[src/rtl/epmp_debug_ctrl_pkg.sv]
// Shared encodings for the EPMP debug controller: control-unit states,
// debug-mode constants and the run/step FSM states.
package epmp_debug_ctrl_pkg;

  localparam logic [4:0] StReset  = 5'd0;
  localparam logic [4:0] StFetch0 = 5'd1;
  localparam logic [4:0] StFetch1 = 5'd2;
  localparam logic [4:0] StFetch2 = 5'd3;
  localparam logic [4:0] StDecode = 5'd4;
  localparam logic [4:0] StExec   = 5'd5;
  localparam logic [4:0] StRead   = 5'd6;
  localparam logic [4:0] StWrite  = 5'd7;
  localparam logic [4:0] StHalt   = 5'd8;

  typedef enum logic [1:0] {
    DBG_CONT  = 2'd0,
    DBG_ISTEP = 2'd1,
    DBG_MSTEP = 2'd2,
    DBG_USTEP = 2'd3
  } dbg_mode_e;

  typedef enum logic [1:0] {
    FSM_HALT = 2'd0,
    FSM_RUN  = 2'd1,
    FSM_STEP = 2'd2
  } fsm_state_e;

  // An instruction is counted on entry into StFetch0, not while it lingers there.
  function automatic logic is_fetch_start(input logic [4:0] cur, input logic [4:0] prev);
    return (cur == StFetch0) && (prev != StFetch0);
  endfunction

endpackage

[src/rtl/epmp_btn_cond.sv]
// Button conditioner: 2-flop synchroniser, optional debouncer
// (EPMP_DBG_DEBOUNCE_EN) and registered rising-edge detector.
module epmp_btn_cond #(
  parameter int DEBOUNCE_CYCLES = 16
) (
  input  logic clk,
  input  logic Reset,
  input  logic btn_i,
  output logic pulse_o
);

  logic [1:0] sync_q;
  logic       level_s;
  logic       prev_q;
  logic       pulse_q;

  always_ff @(posedge clk) begin
    if (Reset) begin
      sync_q <= 2'b00;
    end else begin
      sync_q <= {sync_q[0], btn_i};
    end
  end

`ifdef EPMP_DBG_DEBOUNCE_EN
  localparam int CW = $clog2(DEBOUNCE_CYCLES + 1);
  logic          stable_q;
  logic [CW-1:0] cnt_q;

  // Accept a new level only after DEBOUNCE_CYCLES consecutive differing samples.
  always_ff @(posedge clk) begin
    if (Reset) begin
      stable_q <= 1'b0;
      cnt_q    <= '0;
    end else if (sync_q[1] == stable_q) begin
      cnt_q    <= '0;
    end else if (cnt_q == CW'(DEBOUNCE_CYCLES - 1)) begin
      stable_q <= sync_q[1];
      cnt_q    <= '0;
    end else begin
      cnt_q    <= cnt_q + CW'(1);
    end
  end

  assign level_s = stable_q;
`else
  assign level_s = sync_q[1];
`endif

  always_ff @(posedge clk) begin
    if (Reset) begin
      prev_q  <= 1'b0;
      pulse_q <= 1'b0;
    end else begin
      prev_q  <= level_s;
      pulse_q <= level_s & ~prev_q;
    end
  end

  assign pulse_o = pulse_q;

endmodule

[src/rtl/epmp_debug_ctrl.sv]
// EPMP run/step debug controller with instruction counter.
// Build with EPMP_DBG_DEBOUNCE_EN to insert button debouncers.
module epmp_debug_ctrl
  import epmp_debug_ctrl_pkg::*;
#(
  parameter int DEBOUNCE_CYCLES = 16,
  parameter int CNT_W           = 8
) (
  input  logic             clk,
  input  logic             Reset,
  input  logic             Btn_Run,
  input  logic             Btn_Step,
  input  logic [1:0]       Mode_Sel,
  input  logic [4:0]       Debug_State,
  output logic             Debug_Run,
  output logic [1:0]       Debug_Mode,
  output logic             Halted,
  output logic [CNT_W-1:0] Instr_Count
);

  logic       run_p;
  logic       step_p;
  fsm_state_e state_q;
  logic       run_q;
  logic [1:0] mode_q;
  logic       halted_q;

  logic [4:0]       prev_state_q;
  logic [CNT_W-1:0] cnt_q;
  logic [CNT_W-1:0] cnt_d;

  epmp_btn_cond #(.DEBOUNCE_CYCLES(DEBOUNCE_CYCLES)) u_run_cond (
    .clk     (clk),
    .Reset   (Reset),
    .btn_i   (Btn_Run),
    .pulse_o (run_p)
  );

  epmp_btn_cond #(.DEBOUNCE_CYCLES(DEBOUNCE_CYCLES)) u_step_cond (
    .clk     (clk),
    .Reset   (Reset),
    .btn_i   (Btn_Step),
    .pulse_o (step_p)
  );

  // Mode is sampled only while halted so a running program keeps its granularity.
  always_ff @(posedge clk) begin
    if (Reset) begin
      state_q  <= FSM_HALT;
      run_q    <= 1'b0;
      mode_q   <= 2'd0;
      halted_q <= 1'b1;
    end else begin
      case (state_q)
        FSM_HALT: begin
          mode_q <= Mode_Sel;
          if (run_p) begin
            state_q  <= FSM_RUN;
            run_q    <= 1'b1;
            halted_q <= 1'b0;
          end else if (step_p) begin
            state_q  <= FSM_STEP;
            run_q    <= 1'b1;
            halted_q <= 1'b0;
          end else begin
            state_q  <= FSM_HALT;
            run_q    <= 1'b0;
            halted_q <= 1'b1;
          end
        end
        FSM_RUN: begin
          if (run_p) begin
            state_q  <= FSM_HALT;
            run_q    <= 1'b0;
            halted_q <= 1'b1;
          end else begin
            state_q  <= FSM_RUN;
            run_q    <= 1'b1;
            halted_q <= 1'b0;
          end
        end
        FSM_STEP: begin
          state_q  <= FSM_HALT;
          run_q    <= 1'b0;
          halted_q <= 1'b1;
        end
        default: begin
          state_q  <= FSM_HALT;
          run_q    <= 1'b0;
          halted_q <= 1'b1;
        end
      endcase
    end
  end

  always_comb begin
    cnt_d = cnt_q;
    if (is_fetch_start(Debug_State, prev_state_q)) begin
      cnt_d = cnt_q + CNT_W'(1);
    end else begin
      cnt_d = cnt_q;
    end
  end

  always_ff @(posedge clk) begin
    if (Reset) begin
      prev_state_q <= StReset;
      cnt_q        <= '0;
    end else begin
      prev_state_q <= Debug_State;
      cnt_q        <= cnt_d;
    end
  end

  assign Debug_Run   = run_q;
  assign Debug_Mode  = mode_q;
  assign Halted      = halted_q;
  assign Instr_Count = cnt_q;

endmodule
[config.mk]
export PLATFORM = sky130hd
export DESIGN_NAME = epmp_debug_ctrl
export DESIGN_NICKNAME = d
export VERILOG_FILES = /design/src/rtl/epmp_debug_ctrl_pkg.sv /design/src/rtl/epmp_btn_cond.sv /design/src/rtl/epmp_debug_ctrl.sv
export SDC_FILE = /design/constraint.sdc
export NUM_CORES = 1
export LEC_CHECK = 0
export BUFFER_PORTS_ARGS = -buffer_cell sky130_fd_sc_hd__buf_2
export CAP_MARGIN = 15
export CORE_UTILIZATION = 50
export CTS_CLUSTER_DIAMETER = 120
export DETAILED_ROUTE_END_ITERATION = 16
export GPL_TIMING_DRIVEN = 0
export PLACE_DENSITY = 0.82
export SYNTH_ARGS = -nofsm -noshare
export SYNTH_HDL_FRONTEND = slang
export SYNTH_HIERARCHICAL = 1
export SYNTH_SLANG_ARGS = --single-unit
[constraint.sdc]
create_clock -name clk -period 2.25 [get_ports clk]
set_clock_uncertainty 0.05 [all_clocks]
set_input_delay 0.3375 -clock clk [delete_from_list [all_inputs] [get_ports clk]]
set_output_delay 0.3375 -clock clk [all_outputs]
set_load 0.02 [all_outputs]
==> flow_summary.ini, run 1 <==
[worst_setup_path]
arrival_ps = 1820
end_kind = register
crit_required_ps = 2440
critPathMaxFanout = 10
path_cells = or4b_1, o211ai_2, buf_6, mux2i_1, nor2_1
critPathLaunchType = register
slowest_delay_ps = 570
cp_slowest_cell = or4b_1
crit_type = register to register

[global_routing]
grt_use_total_pct = 18.8
grt_max_degree = 17
global_route.usage.met2_pct = 29.3
grt_pass1_vias = 629
grt_util_met3_pct = 4.71
antenna_found_initial = 0
grt-ovfl-total = 0
grt.busiest_layer = met2
gr-usage-met1_pct = 22.7
grt_pass1_wl_um = 2680

[synthesis]
syn_avg_cell_area_um2 = 10.3
yosysMostFrequentCell = dfxtp_1
synthTopCellsByArea = dfxtp_1, nor2b_1, a21oi_1
synth_edf_count = 0
syn_inst = 94
ys_types = 27
yosys.area.top_type = dfxtp_1
synth-main-ff-cell = dfxtp_1
synth_seq_cells = 27
synth_top_area_share_pct = 55.6
yosys_warnings = 6
synth_fp_nets = 106
seq_area_frac_synth_pct = 55.6
async_flop_share_pct = 0
syn-cell-area_um2 = 972
synth_commonest_cells = dfxtp_1, nor2b_1, a21oi_1, nand2_1, o21ai_0

[finish]
design_area_um2 = 1140
areaGrowthSynthToFinish_pct = 17.6
drive_gt1_share_pct = 25.8
final_nets = 133
fill_cells = 144
antenna_cells = 0

[power]
leakagePower_uw = 0.000477
total_power_uw = 769
ir_drop_mv = 0.556
p_per_area_nw_per_um2 = 672

[clock_tree]
cts_tree = done
cts_buffers = 3
path_clk_slew_ps = 150
clkLatencyLatePin_ps = 340
postCtsSetupBuffers = 0
post_cts_resized = 0
htreeDepth = 1
cts-hold-fix-buffers = 0
clock-sinks = 27
cts_root_buffer = clkbuf_4
clockBufferDepth = 2

[floorplan]
dieArea_um2 = 2120
die_w_um = 46.1
rows = 15
die_height_um = 46.1
ios = 23
core_um2 = 1780
start_util_pct = 54.5

[route]
post_drt_via_cell_ratio = 5.25
drtIter0Drc = 9
via_count = 761
drt_first_pass_iters = 4
final_antenna_net_count = 0
drc_errors = 0
totalWireLength_um = 1700
routedWlPerCell_um = 11.7

[run]
drv_cap = 0

[run_status]
status = completed

[timing]
setup_violations = 0
tns_ps = 0
slew_headroom_pct = 71.2
grt_setup_unrepaired = no
slew_viol_final = 0
worstMarginPinSlew_ps = 432
final.period_utilization_pct = 72.8
clock.fmax_ghz = 0.610
hold_violations = 0
min_period_ps = 1640

[placed_design]
routabilityCongestion = 0.690
hpwl_um = 1270
place_area_um2 = 1110
io_buffer_count = 22

[hold_path]
holdCritPathClass = input pin to register
metrics by stage:
stage / util (%) / hold WS, ps / setup slack [ps] / cells
2_1_floorplan: - / 337 / 620 / 94
3_3_place_gp: 62.5 / 344 / 435 / 141
3_5_place_dp: 62.5 / 348 / 360 / 141
4_1_cts: 64.1 / 145 / 579 / 145
5_1_grt: 64.1 / 137 / 482 / 145
6_report: 64.1 / 149 / 612 / 145
cell families after synthesis:
logic type	after synthesis	share of synthesized area (%)
and+or+nand+nor	40	26.3
DFF	27	55.6
AOI/OAI and AO/OA	18	11.3
buffers and inverters	5	2.70
xor gates and xnor gates	2	1.80
muxes	1	1.03
adders and majority gates	1	1.29
state kept, by name (all words and copies together) (netlist names):
register	cells
u_step_cond/prev_q	1
state_q	2
Debug_Mode	2
prev_state_q	5
Halted	1
u_step_cond/pulse_o	1
u_run_cond/sync_q	2
u_run_cond/prev_q	1
Debug_Run	1
Instr_Count	8
u_step_cond/sync_q	2
u_run_cond/pulse_o	1
critical path: cells and delay by family, from the launching register on:
kind / cells / cell delay, ps
simple gates: 2 / 620
compound gates: 1 / 210
flops: 1 / 320
buf+inv: 1 / 160
mux: 1 / 180
layout make-up:
type / instances / area (µm²) / share of cell area (%)
plain buffers: 3 / 18.8 / 1.64
clock buffers: 3 / 22.5 / 1.97
clock inverters: 1 / 7.51 / 0.656
inverters: 2 / 7.51 / 0.656
multi-input cells: 62 / 405 / 35.4
flip-flops and latches: 27 / 541 / 47.3
well taps: 25 / 31.3 / 2.74
repair buffers: 22 / 110 / 9.63
path summary, 6_finish.rpt:
kind | slack [ps] | end | startpoint | cells after the start
setup / recovery | 610 | Instr_Count[1] | prev_state_q[3] | 5
hold / removal | 150 | u_run_cond/sync_q[0] | Btn_Run | 2
setup reg to reg | 610 | Instr_Count[1] | prev_state_q[3] | 5
hold reg to reg | 370 | u_step_cond/pulse_o | u_step_cond/prev_q | 1
routing by layer:
metal  part of all wire [%]  up-vias
li1                       -      383
met1                     43      349
met2                     50       24
met3                    4.1        5
met4                    2.8        0
met5                      0        -
where the power goes:
| part | switching (µW) | total (µW) | internal (µW) |
|---|---|---|---|
| clock network | 151 | 219 | 68.3 |
| logic | 27.6 | 49.4 | 21.7 |
| registers | 6.38 | 500 | 494 |
| total | 185 | 769 | 584 |
layout by cell type (no fill, tap or decap):
master      Yosys  routed
and4_1          1       1
nor2b_1        12      12
or4b_1          1       1
o211ai_2        1       1
and3_1          1       1
nand2_1         7       7
buf_6           1       1
and2_1          1       1
o21ai_0         5       5
xor2_1          1       1
clkbuf_1        2       2
or3_1           3       3
a21oi_1         7       7
ha_1            1       1
dfxtp_1        27      27
inv_1           2       2
nor3_1          1       1
clkbuf_4        0       3
nor2_1          4       4
o31ai_1         3       3
nand3_1         3       3
nor3b_2         2       2
clkinvlp_4      0       1
or4_1           3       3
buf_2           0      22
o211ai_1        1       1
a211oi_1        1       1
nor4_4          1       1
mux2i_1         1       1
xnor2_1         1       1
Power figures use the tool's default switching activity.
==> run 2, diff against run 1 <==
Clock period 2.25 ns to 1.6 ns, I/O delays scaled along.
==> flow_summary.ini, run 2 (synthesis gave the netlist of run 1 again) <==
[clock_tree]
path_clk_slew_ps = 150
cts-hold-fix-buffers = 0
cts_root_buffer = clkbuf_4
clkLatencyLatePin_ps = 330
cts_buffers = 3
htreeDepth = 1
cts_tree = done
clockBufferDepth = 2
clock-sinks = 27

[global_routing]
grt_pass1_vias = 637
grt_use_total_pct = 18.9
grt_pass1_wl_um = 2690
grt_max_degree = 17
grt-ovfl-total = 0
antenna_found_initial = 0

[finish]
final_nets = 135
final_cell_mix = dfxtp_1, buf_2, nor2b_1, nand2_1, a21oi_1
finalNonFillerCells = 147
fill_cells = 141
postLayoutCoreUtil_pct = 65.5
final_common_cell = dfxtp_1
areaGrowthSynthToFinish_pct = 20.2
largest_reg_flops = 8
drive_gt1_share_pct = 27.9
antenna_cells = 0

[worst_setup_path]
cp_slowest_cell = or4b_4
reg2reg_depth = 5
rr_startpoint = prev_state_q[3]
r2r_setup_slack_ps = -10
end_kind = register
crit_required_ps = 1780
r2r-end = Instr_Count[1]
critPathLaunchType = register
cp_num_buf_inv = 1
crit_type = register to register
path_delay_family = simple AND/OR/NAND/NOR gates
critPathMaxFanout = 5
slowest_delay_ps = 550
arrival_ps = 1790
path_cells = or4b_4, o211ai_4, buf_6, mux2i_1, nor2_1

[placed_design]
place_inst = 141
io_buffer_count = 22
post-place-ws_ps = -192
routabilityCongestion = 0.690
hpwl_um = 1270

[timing]
hold_violations = 0
setup_violations = 1
min_period_ps = 1610
clock.fmax_ghz = 0.620
grt_setup_unrepaired = yes
worstMarginPinSlew_ps = 430
slew_viol_final = 0
setup_slack_ps = -12.6
slew_headroom_pct = 71.3
final.period_utilization_pct = 101

[power]
p_per_area_nw_per_um2 = 926
ir_drop_mv = 0.781
leakagePower_uw = 0.000488

[run]
drv_cap = 0

[floorplan]
dieArea_um2 = 2120
die_height_um = 46.1
ios = 23
die_w_um = 46.1
start_util_pct = 54.5
core_um2 = 1780
rows = 15

[route]
drc_errors = 0
drtIter0Drc = 15
routedWlPerCell_um = 11.9
post_drt_via_cell_ratio = 5.16
final_antenna_net_count = 0
drt_first_pass_iters = 4
totalWireLength_um = 1750
via_count = 759

[run_status]
violations = negative setup slack
status = complete, but fails checks

[hold_path]
hold_path_depth = 2
min_from = Btn_Run
holdCritPathClass = input pin to register
holdPathEnd = u_run_cond/sync_q[0]
==> run 2: worst max path at each step <==
stage / to / slack [ps] / startpoint / cells after the start
floorplan: Instr_Count[5] / 70 / Debug_State[1] / 5
global placement: Instr_Count[5] / -120 / Debug_State[1] / 6
detailed placement: Instr_Count[5] / -190 / Debug_State[1] / 6
CTS: Instr_Count[1] / -40 / prev_state_q[3] / 5
global route: Instr_Count[1] / -110 / prev_state_q[3] / 5
finish: Instr_Count[1] / -10 / prev_state_q[3] / 5
==> run 2: cell type report <==
| cell class | count | area, µm² | area share (%) |
|---|---|---|---|
| Tap cell | 25 | 31.3 | 2.68 |
| Clock inverter | 1 | 7.51 | 0.642 |
| Inverter | 2 | 7.51 | 0.642 |
| Multi-Input combinational cell | 62 | 418 | 35.8 |
| Buffer | 3 | 18.8 | 1.61 |
| Timing Repair Buffer | 24 | 123 | 10.5 |
| Clock buffer | 3 | 22.5 | 1.93 |
| Sequential cell | 27 | 541 | 46.3 |
==> run 2: what timing repair did <==
action / CTS / global route
pin swaps: 1 / 2
gates cloned: 0 / 1
endpoints found under the setup margin: 5 / 7
gates resized for setup: 1 / 1
setup buffers: 1 / 0
hold endpoints to repair: 0 / 0
==> run 2: report_power, final <==
| part | switching, µW | internal (µW) |
|---|---|---|
| combinational | 40.5 | 32.6 |
| clock | 209 | 95.9 |
| sequential | 9.71 | 694 |
| total | 259 | 823 |
==> run 2: per-layer routing <==
layer / global-route usage (%) / share of wire, %
met4: 12.4 / 2.7
met2: 29.9 / 49
met5: 0 / 0
met1: 22.5 / 44
met3: 4.71 / 3.9
==> run 2: metrics by stage <==
stage               total power (µW)  setup TNS (ps)  instance area (µm²)  hold WS (ps)
global route                    1130            -499                 1170          39.8
CTS                             1090           -52.3                 1150          47.4
floorplan                        755               0                  972           261
finish                          1080           -12.6                 1170          56.6
detailed placement               789            -387                 1110           348
global placement                 786            -117                 1110           344
==> run 3, diff against run 2 <==
Settings changed: CORE_UTILIZATION 50 to 39, PLACE_DENSITY 0.82 to 0.68.
==> flow_summary.ini, run 3 (synthesis gave the netlist of run 1 again) <==
[run_status]
status = complete, but fails checks
violations = negative setup slack

[timing]
tns_ps = -11.0
slew_headroom_pct = 70.1
final.period_utilization_pct = 100
setup_violations = 2
grt_setup_unrepaired = yes
fin_hold_ws_ps = 69.7
setup_slack_ps = -7.60
min_period_ps = 1610
hold_violations = 0
slew_viol_final = 0
clock.fmax_ghz = 0.622
worstMarginPinSlew_ps = 448

[placed_design]
io_buffer_count = 22
routabilityCongestion = 0.697
hpwl_um = 1250
post-place-ws_ps = -114
place_inst = 144

[power]
leakagePower_uw = 0.000484
ir_drop_mv = 0.630
p_per_area_nw_per_um2 = 921

[floorplan]
dieArea_um2 = 2700
die_height_um = 51.9
rows = 17
core_um2 = 2280
ios = 23
start_util_pct = 42.7
die_w_um = 51.9

[clock_tree]
cts_buffers = 3
postCtsSetupBuffers = 0
clkLatencyLatePin_ps = 320
cts_root_buffer = clkbuf_4
path_clk_slew_ps = 150
cts_tree = done
clock-sinks = 27
clockBufferDepth = 2
htreeDepth = 1
cts-hold-fix-buffers = 0

[worst_setup_path]
crit_type = register to register
crit_required_ps = 1760
startpoint = prev_state_q[4]
rr_startpoint = prev_state_q[4]
end_kind = register
critPathMaxFanout = 5
critPathLaunchType = register
arrival_ps = 1770

[hold_path]
min_from = Btn_Step
holdCritPathClass = input pin to register

[finish]
final_common_cell = dfxtp_1
final_nets = 134
fill_cells = 202
drive_gt1_share_pct = 28.1
antenna_cells = 0
multiInputGateArea_um2 = 418
largest_reg_flops = 8
finalNonFillerCells = 149
areaGrowthSynthToFinish_pct = 19.9
seq_area_um2 = 542
final_cell_mix = dfxtp_1, buf_2, nor2b_1, nand2_1, a21oi_1
postLayoutCoreUtil_pct = 51.2

[route]
post_drt_via_cell_ratio = 5.11
drtIter0Drc = 7
drc_errors = 0
final_antenna_net_count = 0
drt_first_pass_iters = 2
routedWlPerCell_um = 11.8
totalWireLength_um = 1750
via_count = 761

[global_routing]
grt_pass1_wl_um = 2770
grt_max_degree = 17
grt_use_total_pct = 14.1
grt_pass1_vias = 668
grt-ovfl-total = 0
antenna_found_initial = 0

[run]
drv_cap = 0
==> run 3: cell count changes in the layout (fill, tap and decap cells not counted) <==
| cell | delta |
|---|---|
| dfxtp_2 | +1 |
| dfxtp_1 | -1 |
| buf_4 | -1 |
==> run 3: metrics by stage <==
| stage | cell area [µm²] | total power, µW |
|---|---|---|
| 2_1_floorplan | 972 | 755 |
| 3_3_place_gp | 1120 | 786 |
| 3_5_place_dp | 1120 | 790 |
| 4_1_cts | 1160 | 1080 |
| 5_1_grt | 1170 | 1130 |
| 6_report | 1170 | 1070 |
==> run 3: path summary, 6_finish.rpt <==
path | to | slack [ps] | cells after the start
max reg2reg | Instr_Count[1] | -8 | 5
max | Instr_Count[1] | -8 | 5
min | u_step_cond/sync_q[0] | 70 | 2
min reg2reg | u_run_cond/pulse_o | 370 | 1
==> run 3: critical path, cell delays in order, from the launching register on <==
cell      delay [ps]
dfxtp_1          330
or4b_4           550
o211ai_4         200
buf_6            140
mux2i_1          170
nor2_1            50
==> run 3: where the power goes <==
part           switching (µW)  leakage, µW  internal, µW
registers                10.5     0.000221           695
logic                    41.2     0.000249          32.1
clock network             200    0.0000139          95.4
==> run 3: final cells by class <==
type | instances | area share [%]
plain buffers | 3 | 1.61
clock buffers | 3 | 1.93
clock inverters | 1 | 0.644
inverters | 2 | 0.644
multi-input cells | 62 | 35.8
flip-flops and latches | 27 | 46.5
well taps | 28 | 3.00
repair buffers | 23 | 9.87
==> run 3: repair_timing <==
action | CTS | global route
gates cloned | 1 | 0
pin swaps | 2 | 1
endpoints found under the setup margin | 2 | 7
resized for setup | 2 | 1
==> run 3: per-layer routing <==
metal	routed length, µm	track usage, %
met1	815	17.1
met2	861	22.9
met3	59	2.63
met4	17	8.11
met5	0	0
